--- src/rtl/fifo_arb_pkg.sv ---
// Shared types and helpers for the FIFO write arbiter.
package fifo_arb_pkg;

    typedef enum logic {IDLE = 1'b0, BURST = 1'b1} arb_state_t;

    localparam int CNT_W   = 16;
    localparam int MAX_REQ = 8;
    localparam int IDX_W   = 3;

    function automatic logic [MAX_REQ-1:0] onehot(input logic [IDX_W-1:0] idx);
        logic [MAX_REQ-1:0] v;
        v      = '0;
        v[idx] = 1'b1;
        return v;
    endfunction

endpackage

--- src/rtl/fifo_rr_pick.sv ---
// Combinational round-robin picker: first set request strictly after rr_ptr, wrapping.
module fifo_rr_pick #(
    parameter int NUM_REQ = 4,
    parameter int PTR_W   = $clog2(NUM_REQ)
) (
    input  logic [NUM_REQ-1:0] req,
    input  logic [PTR_W-1:0]   rr_ptr,
    output logic [PTR_W-1:0]   idx,
    output logic               valid
);

    logic [PTR_W-1:0] cand;

    // Visiting rr_ptr itself last gives the previous owner the lowest priority.
    always_comb begin
        idx   = '0;
        valid = 1'b0;
        cand  = '0;
        for (int i = 1; i <= NUM_REQ; i++) begin
            cand = PTR_W'((int'(rr_ptr) + i) % NUM_REQ);
            if (!valid && req[cand]) begin
                valid = 1'b1;
                idx   = cand;
            end
        end
    end

endmodule

--- src/rtl/fifo_wr_arbiter.sv ---
// Round-robin burst write arbiter in front of a shared sync FIFO.
// Optional FIFO_ARB_STATS_EN adds per-producer beat counters and a stall-cycle counter.
module fifo_wr_arbiter
    import fifo_arb_pkg::*;
#(
    parameter int NUM_REQ    = 4,
    parameter int FIFO_WIDTH = 16,
    parameter int BURST_MAX  = 4
) (
    input  logic                          clk,
    input  logic                          rst_n,
    input  logic [NUM_REQ-1:0]            req,
    input  logic [NUM_REQ*FIFO_WIDTH-1:0] req_data,
    output logic [NUM_REQ-1:0]            gnt,
    output logic [NUM_REQ-1:0]            req_ack,
    output logic                          wr_en,
    output logic [FIFO_WIDTH-1:0]         data_in,
    input  logic                          full,
    input  logic                          almostfull,
    input  logic                          wr_ack,
    input  logic                          overflow,
    output logic                          ovf_err
`ifdef FIFO_ARB_STATS_EN
    ,
    output logic [NUM_REQ*CNT_W-1:0]      beat_cnt_o,
    output logic [CNT_W-1:0]              stall_cnt_o
`endif
);

    localparam int PTR_W  = $clog2(NUM_REQ);
    localparam int BCNT_W = (BURST_MAX > 1) ? $clog2(BURST_MAX) : 1;

    arb_state_t          state, state_n;
    logic [PTR_W-1:0]    owner, owner_n;
    logic [PTR_W-1:0]    rr_ptr, rr_n;
    logic [BCNT_W-1:0]   beat_cnt, beat_n;
    logic [NUM_REQ-1:0]  gnt_n;
    logic                wr_en_n;
    logic [FIFO_WIDTH-1:0] data_n;
    logic                accept;
    logic                stall;
    logic [PTR_W-1:0]    pick_idx;
    logic                pick_valid;
    logic                vld_d0, wr_en_d1;
    logic [PTR_W-1:0]    own_d0, own_d1;

    fifo_rr_pick #(.NUM_REQ(NUM_REQ), .PTR_W(PTR_W)) u_pick (
        .req    (req),
        .rr_ptr (rr_ptr),
        .idx    (pick_idx),
        .valid  (pick_valid)
    );

    // almostfull only matters when a write is already in flight on the registered port.
    assign stall = full | (almostfull & wr_en);

    always_comb begin
        state_n = state;
        gnt_n   = gnt;
        owner_n = owner;
        rr_n    = rr_ptr;
        beat_n  = beat_cnt;
        wr_en_n = 1'b0;
        data_n  = data_in;
        accept  = 1'b0;
        case (state)
            IDLE: begin
                if (pick_valid && !stall) begin
                    state_n = BURST;
                    gnt_n   = NUM_REQ'(onehot(IDX_W'(pick_idx)));
                    owner_n = pick_idx;
                    beat_n  = '0;
                end else begin
                    gnt_n = '0;
                end
            end
            BURST: begin
                if (!req[owner]) begin
                    state_n = IDLE;
                    gnt_n   = '0;
                    rr_n    = owner;
                end else if (!stall) begin
                    accept  = 1'b1;
                    wr_en_n = 1'b1;
                    data_n  = req_data[int'(owner)*FIFO_WIDTH +: FIFO_WIDTH];
                    beat_n  = beat_cnt + 1'b1;
                    if (beat_cnt == BCNT_W'(BURST_MAX - 1)) begin
                        state_n = IDLE;
                        gnt_n   = '0;
                        rr_n    = owner;
                        beat_n  = '0;
                    end
                end
            end
            default: state_n = IDLE;
        endcase
    end

    always_ff @(posedge clk) begin
        if (!rst_n) begin
            state    <= IDLE;
            gnt      <= '0;
            owner    <= '0;
            rr_ptr   <= PTR_W'(NUM_REQ - 1);
            beat_cnt <= '0;
            wr_en    <= 1'b0;
            data_in  <= '0;
        end else begin
            state    <= state_n;
            gnt      <= gnt_n;
            owner    <= owner_n;
            rr_ptr   <= rr_n;
            beat_cnt <= beat_n;
            wr_en    <= wr_en_n;
            data_in  <= data_n;
        end
    end

    // Stage 0 lines up with wr_en, stage 1 with the FIFO's wr_ack.
    always_ff @(posedge clk) begin
        if (!rst_n) begin
            vld_d0   <= 1'b0;
            own_d0   <= '0;
            wr_en_d1 <= 1'b0;
            own_d1   <= '0;
            ovf_err  <= 1'b0;
        end else begin
            vld_d0   <= accept;
            own_d0   <= owner;
            wr_en_d1 <= vld_d0;
            own_d1   <= own_d0;
            ovf_err  <= ovf_err | (overflow & wr_en_d1);
        end
    end

    always_comb begin
        req_ack = '0;
        if (wr_en_d1 && wr_ack)
            req_ack = NUM_REQ'(onehot(IDX_W'(own_d1)));
    end

`ifdef FIFO_ARB_STATS_EN
    logic [NUM_REQ-1:0][CNT_W-1:0] beat_stat;
    logic [CNT_W-1:0]              stall_stat;

    always_ff @(posedge clk) begin
        if (!rst_n) begin
            beat_stat  <= '0;
            stall_stat <= '0;
        end else begin
            if (accept && beat_stat[owner] != '1)
                beat_stat[owner] <= beat_stat[owner] + 1'b1;
            if (state == BURST && stall && stall_stat != '1)
                stall_stat <= stall_stat + 1'b1;
        end
    end

    assign beat_cnt_o  = beat_stat;
    assign stall_cnt_o = stall_stat;
`endif

endmodule

--- config.mk ---
export PLATFORM = sky130hd
export DESIGN_NAME = fifo_wr_arbiter
export DESIGN_NICKNAME = d
export VERILOG_FILES = /design/src/rtl/fifo_arb_pkg.sv /design/src/rtl/fifo_rr_pick.sv /design/src/rtl/fifo_wr_arbiter.sv
export SDC_FILE = /design/constraint.sdc
export NUM_CORES = 1
export LEC_CHECK = 0
export BUFFER_PORTS_ARGS = -buffer_cell sky130_fd_sc_hd__buf_2
export CAP_MARGIN = 30
export CORE_MARGIN = 4
export CORE_UTILIZATION = 40
export DETAILED_ROUTE_END_ITERATION = 6
export GPL_ROUTABILITY_DRIVEN = 0
export PLACE_DENSITY_LB_ADDON = 0.15
export SLEW_MARGIN = 20
export SYNTH_ARGS = -nofsm -noshare
export SYNTH_HDL_FRONTEND = slang
export SYNTH_SLANG_ARGS = --single-unit
--- constraint.sdc ---
create_clock -name clk -period 1.85 [get_ports clk]
set_clock_uncertainty 0.05 [all_clocks]
set_input_delay 0.2775 -clock clk [delete_from_list [all_inputs] [get_ports clk]]
set_output_delay 0.2775 -clock clk [all_outputs]
set_load 0.05 [all_outputs]
* Yosys cells after proc, flatten, opt, wreduce, memory -nomap -nowiden *
Index checks and enable logic that the tools add are counted.

cells by class
  order comparisons = 9
  add/sub/neg operators = 5
  equal/unequal tests = 8
  muxes and demuxes = 42
  shift-type cells = 1
  bitwise gates (word level) = 6
  reductions and logical operators = 17

operators with widths
  cell                                                                                 number
  64-bit by 7-bit variable part select with 16-bit output                              1
  2-bit 2-to-1 mux                                                                     11
  4-bit 2-to-1 mux                                                                     5
  1-bit 2-to-1 mux                                                                     16
  2-bit by 3-bit less-than comparator with 1-bit output, second input constant         5
  3-bit AND reduction                                                                  4
  1-bit binary-select mux with 2-bit select                                            5
  2-bit by 4-bit less-than comparator with 1-bit output, second input constant         2
  4-bit case mux with 2 select lines                                                   1
  1-bit logical AND                                                                    7
  2-bit by 1-bit adder with 2-bit output, second input constant                        3
  2-bit != test, second input constant                                                 3
  2-bit adder, second input constant                                                   2
  1-bit demux with 2-bit select                                                        2
  2-bit by 1-bit greater-or-equal comparator with 1-bit output, second input constant  2
  1-bit logical NOT                                                                    4
  2-bit by 1-bit != test with 1-bit output, second input constant                      2
  2-bit case mux with 2 select lines                                                   1
  2-bit AND reduction                                                                  2
  3-bit by 2-bit != test with 1-bit output, second input constant                      1
  3-bit != test, second input constant                                                 1
  1-bit bitwise AND                                                                    2
  2-bit equality test, second input constant                                           1
  1-bit inverter                                                                       2
  2 further kinds                                                                      3

storage, ports and cells
  flip-flop bits (word level) = 34
  logic and storage cells = 99

* Logic depth before layout (Yosys ltp) *
  depth in word-level cells = 19
  depth in mapped cells = 6
  depth with buffers taken out = 4

* Hierarchy *
From an unflattened synthesis, not the netlist that was laid out.

unflattened totals
  cell total of the unflattened synthesis = 182
  area, all modules = 1776.7 sq um

by module, submodules not included
  module           area each (sq um)  sequential area each (sq um)  cells an instance  instances
  fifo_wr_arbiter  1685.4             680.7                         168                1
  fifo_rr_pick     91.3               0.0                           14                 1

* Least setup slack after synthesis *
Ideal clock, no wire load.

  path type = register to output
  from = register wr_en_d1
  to = output req_ack[1]
  path buffers = 0
  setup slack = -0.046 ns
  arrival = 1.568 ns
  data required time = 1.522 ns
  stages on the path, launching flop included = 3
  path through = dfxtp_1 > nand2_1 > nor3b_1

between the ends
  cells in the longest elaborated chain, start to end = 2

RTL lines
  what                    line                    source
  from (decl)             fifo_wr_arbiter.sv:44   logic vld_d0, wr_en_d1;
  from (signal assigned)  fifo_wr_arbiter.sv:130  wr_en_d1 <= vld_d0;
  1-bit logical AND       fifo_wr_arbiter.sv:138  if (wr_en_d1 && wr_ack)
  4-bit 2-to-1 mux        fifo_wr_arbiter.sv:138
  to (decl)               fifo_wr_arbiter.sv:15   output logic [NUM_REQ-1:0] req_ack,

Every way passes these cells.

* Worst setup path after layout *
  from = register owner[1]
  to = register beat_cnt[0]

between the ends
  cells in the longest elaborated chain, start to end = 4

RTL lines
  what                                                       line                    source
  from (decl)                                                fifo_wr_arbiter.sv:34   logic [PTR_W-1:0] owner, owner_n;
  from (signal assigned)                                     fifo_wr_arbiter.sv:111  owner <= owner_n;
  1-bit binary-select mux with 2-bit select                  fifo_wr_arbiter.sv:78   if (!req[owner]) begin
  1-bit 2-to-1 mux (not written as such)                     fifo_wr_arbiter.sv:78
  2-bit by 1-bit != test with 1-bit output (no source line)  n/a
  3-bit AND reduction (no source line)                       n/a
  to (signal assigned)                                       fifo_wr_arbiter.sv:113  beat_cnt <= beat_n;
  to (decl)                                                  fifo_wr_arbiter.sv:36   logic [BCNT_W-1:0] beat_cnt, beat_n;

Every way passes these cells. The select of a mux whose other input is x is not followed.
A chain may end at the register's enable or synchronous reset.

==> flow_metrics.env <==
export IMPL_clkTransAtPathRegs_ns=0.07
export IMPL_maxSlewViolCount=0
export IMPL_dpl_cell_count=317
export IMPL_fin_ws_ns=0.225
export IMPL_whs_endpoint="ovf_err"
export IMPL_cts_tree="built"
export IMPL_synthMuxAreaShare_pct=24.0
export IMPL_antenna_left=0
export IMPL_cp_start_kind="flop"
export IMPL_antenna_cells=0
export IMPL_final_common_cell="buf_2"
export IMPL_path_class="reg -> reg"
export IMPL_grt_overflow=0
export IMPL_seq_area_frac_synth_pct=38.5
export IMPL_die_area_mm2=0.00555
export IMPL_holdWs_ns=0.212
export IMPL_cts_resized_gates=0
export IMPL_timing_final_crit_share_pct=87.9
export IMPL_synth_xor_area_share_pct=0
export IMPL_holdPathStages=3
export IMPL_synthDistinctLibCells=37
export IMPL_finalPower_mw=1.68
export IMPL_die_w_um=74.5
export IMPL_synth_adder_area_share_pct=0.707
export IMPL_area_growth_pct=35.9
export IMPL_hpwl_um=3610
export IMPL_wl_per_cell_um=14.4
export IMPL_grt_pass1_vias=1523
export IMPL_drc=0
export IMPL_hold_path_startpoint="overflow"
export IMPL_final_hold_viol_count=0
export IMPL_portBuffers=99
export IMPL_first_iter_violations=67
export IMPL_yosys_area_share_simple_pct=19.9
export IMPL_io_pins=100
export IMPL_syn_area_per_cell_um2=10.1
export IMPL_std_cell_rows=23
export IMPL_fp_coreArea_mm2=0.00414
export IMPL_nets=349
export IMPL_r2r_setup_slack_ns=0.22
export IMPL_grt_usage_pct=16.9
export IMPL_grt_max_degree=38
export IMPL_cts_setup_buffers=0
export IMPL_cts_made_buffers=5
export IMPL_max_slew_margin_pct=68.0
export IMPL_power_density_mw_per_mm2=700
export IMPL_p_leak_nw=1.07
export IMPL_synth_main_ff_cell="dfxtp_1"
export IMPL_synth_seq_cells=34
export IMPL_cts_sink_count=34
export IMPL_critPathArrivalTime_ns=1.76
export IMPL_synth_area_leader_cell="dfxtp_1"
export IMPL_reg2regPathDepth=4
export IMPL_yosys_warnings=0
export IMPL_htreeDepth=2
export IMPL_cts_hold_buf=0
export IMPL_final_cell_mix="99 x buf_2, 34 x dfxtp_1, 23 x nand2_1, 19 x nand3_1, 17 x mux4_2"
export IMPL_worstPathRequired_ns=1.98
export IMPL_cts_buffer_depth=2
export IMPL_synth_nets=250
export IMPL_clock_root_buffer="clkbuf_8"
export IMPL_worstHoldPathType="in -> reg"
export IMPL_path_max_fanout=37
export IMPL_fmax_mhz=615
export IMPL_status="complete, no violations"
export IMPL_via_per_inst=5.15
export IMPL_drt_pre_antenna_iters=4
export IMPL_post_place_ws_ns=0.134
export IMPL_rsz0062_at_grt="false"
export IMPL_clk_latency_ns=0.28
export IMPL_peakVddDrop_uv=381
export IMPL_synth_cells=175
export IMPL_max_cap_viol_count=0
export IMPL_synth_area_mm2=0.00177
export IMPL_yosysTopAreaCellShare_pct=38.5
export IMPL_period_needed_ns=1.63
export IMPL_r2r_end="beat_cnt[0]"
export IMPL_synth_edf_count=0
export IMPL_end_kind="flop"
export IMPL_fin_tns_setup_ns=0
export IMPL_ys_top_cells_by_area="dfxtp_1 38%, mux4_2 22%, nand3_1 5.4%"
export IMPL_antenna_found_initial=0
export IMPL_vias=1669
export IMPL_totalWireLength_um=4660
export IMPL_drive_above_1_share_pct=48.5
export IMPL_max_slew_worst_pin_slew_ns=0.480
export IMPL_synth_top_family_by_area="multiplexers"
export IMPL_die_h_um=74.5
export IMPL_synth_compound_area_share_pct=12.4
export IMPL_r2r_start="owner[1]"
export IMPL_setup_viol=0
export IMPL_async_flop_share_pct=0
export IMPL_initial_core_util_pct=42.7
export IMPL_fin_cells=324
export IMPL_grt_pass1_wl_um=7200
logic make-up (layout without fill, tap and decap cells):
group | after synthesis | in the layout
flip-flops | 34 | 34
AO/OA/AOI/OAI | 36 | 36
buffers and inverters | 15 | 114
adder cells (fa/ha/maj) | 1 | 1
AND/OR/NAND/NOR | 68 | 68
multiplexers | 21 | 21
critical path: stages, from the launching register on:
cell and delay (ns):
dfxtp_1 0.35, mux4_2 0.52, and3_1 0.21, buf_12 0.17, o31ai_1 0.23
cells in the mapped netlist, types with 3 or more instances:
| cell type | number |
|---|---|
| dfxtp_1 | 34 |
| clkbuf_1 | 4 |
| nand2_1 | 23 |
| mux4_2 | 17 |
| nand3_1 | 19 |
| nor3b_1 | 3 |
| mux2i_1 | 3 |
| buf_1 | 4 |
| and2_1 | 6 |
| buf_2 | 3 |
| a21oi_1 | 4 |
| o21ai_0 | 10 |
| o21ai_1 | 8 |
metrics by stage:
step,instance area (µm²),util (%)
6_report,2400,58.0
5_1_grt,2400,58.0
4_1_cts,2400,58.0
3_5_place_dp,2330,56.2
3_3_place_gp,2330,56.2
2_1_floorplan,1780,-
sequential cells by signal, summed over array words and instances, names as in the netlist, 2 cells and up:
name,count
beat_cnt,2
data_in,16
gnt,4
own_d0,2
own_d1,2
owner,2
rr_ptr,2
how the worst max path moves through the flow:
stage	startpoint	end	slack, ns	cells past startpoint
finish	owner[1]	beat_cnt[0]	0.22	4
global route	owner[1]	beat_cnt[0]	0.11	4
CTS	owner[1]	beat_cnt[0]	0.22	4
detailed placement	req[1]	beat_cnt[0]	0.13	5
global placement	req[1]	owner[0]	0.17	6
floorplan	wr_en_d1	req_ack[0]	0.05	2
final cells by class:
cell class                 instances  area, µm²
inverter                           1       3.75
tap                               50       62.6
multi-input combinational        126       1020
timing repair buffer             106        561
clock buffer                       7       76.3
sequential                        34        681
fill                             400       1740
power by group:
group / internal, mW / switching [mW]
logic: 0.198 / 0.202
clock network: 0.259 / 0.238
registers: 0.763 / 0.0242
routing by layer:
metal	up-vias	wire length, µm	GRT usage [%]
li1	850	-	-
met1	767	1900	21.2
met2	48	2350	29.3
met3	4	379	3.38
met4	0	29	4.74
met5	-	0	0
(Power assumes the default switching activity.)
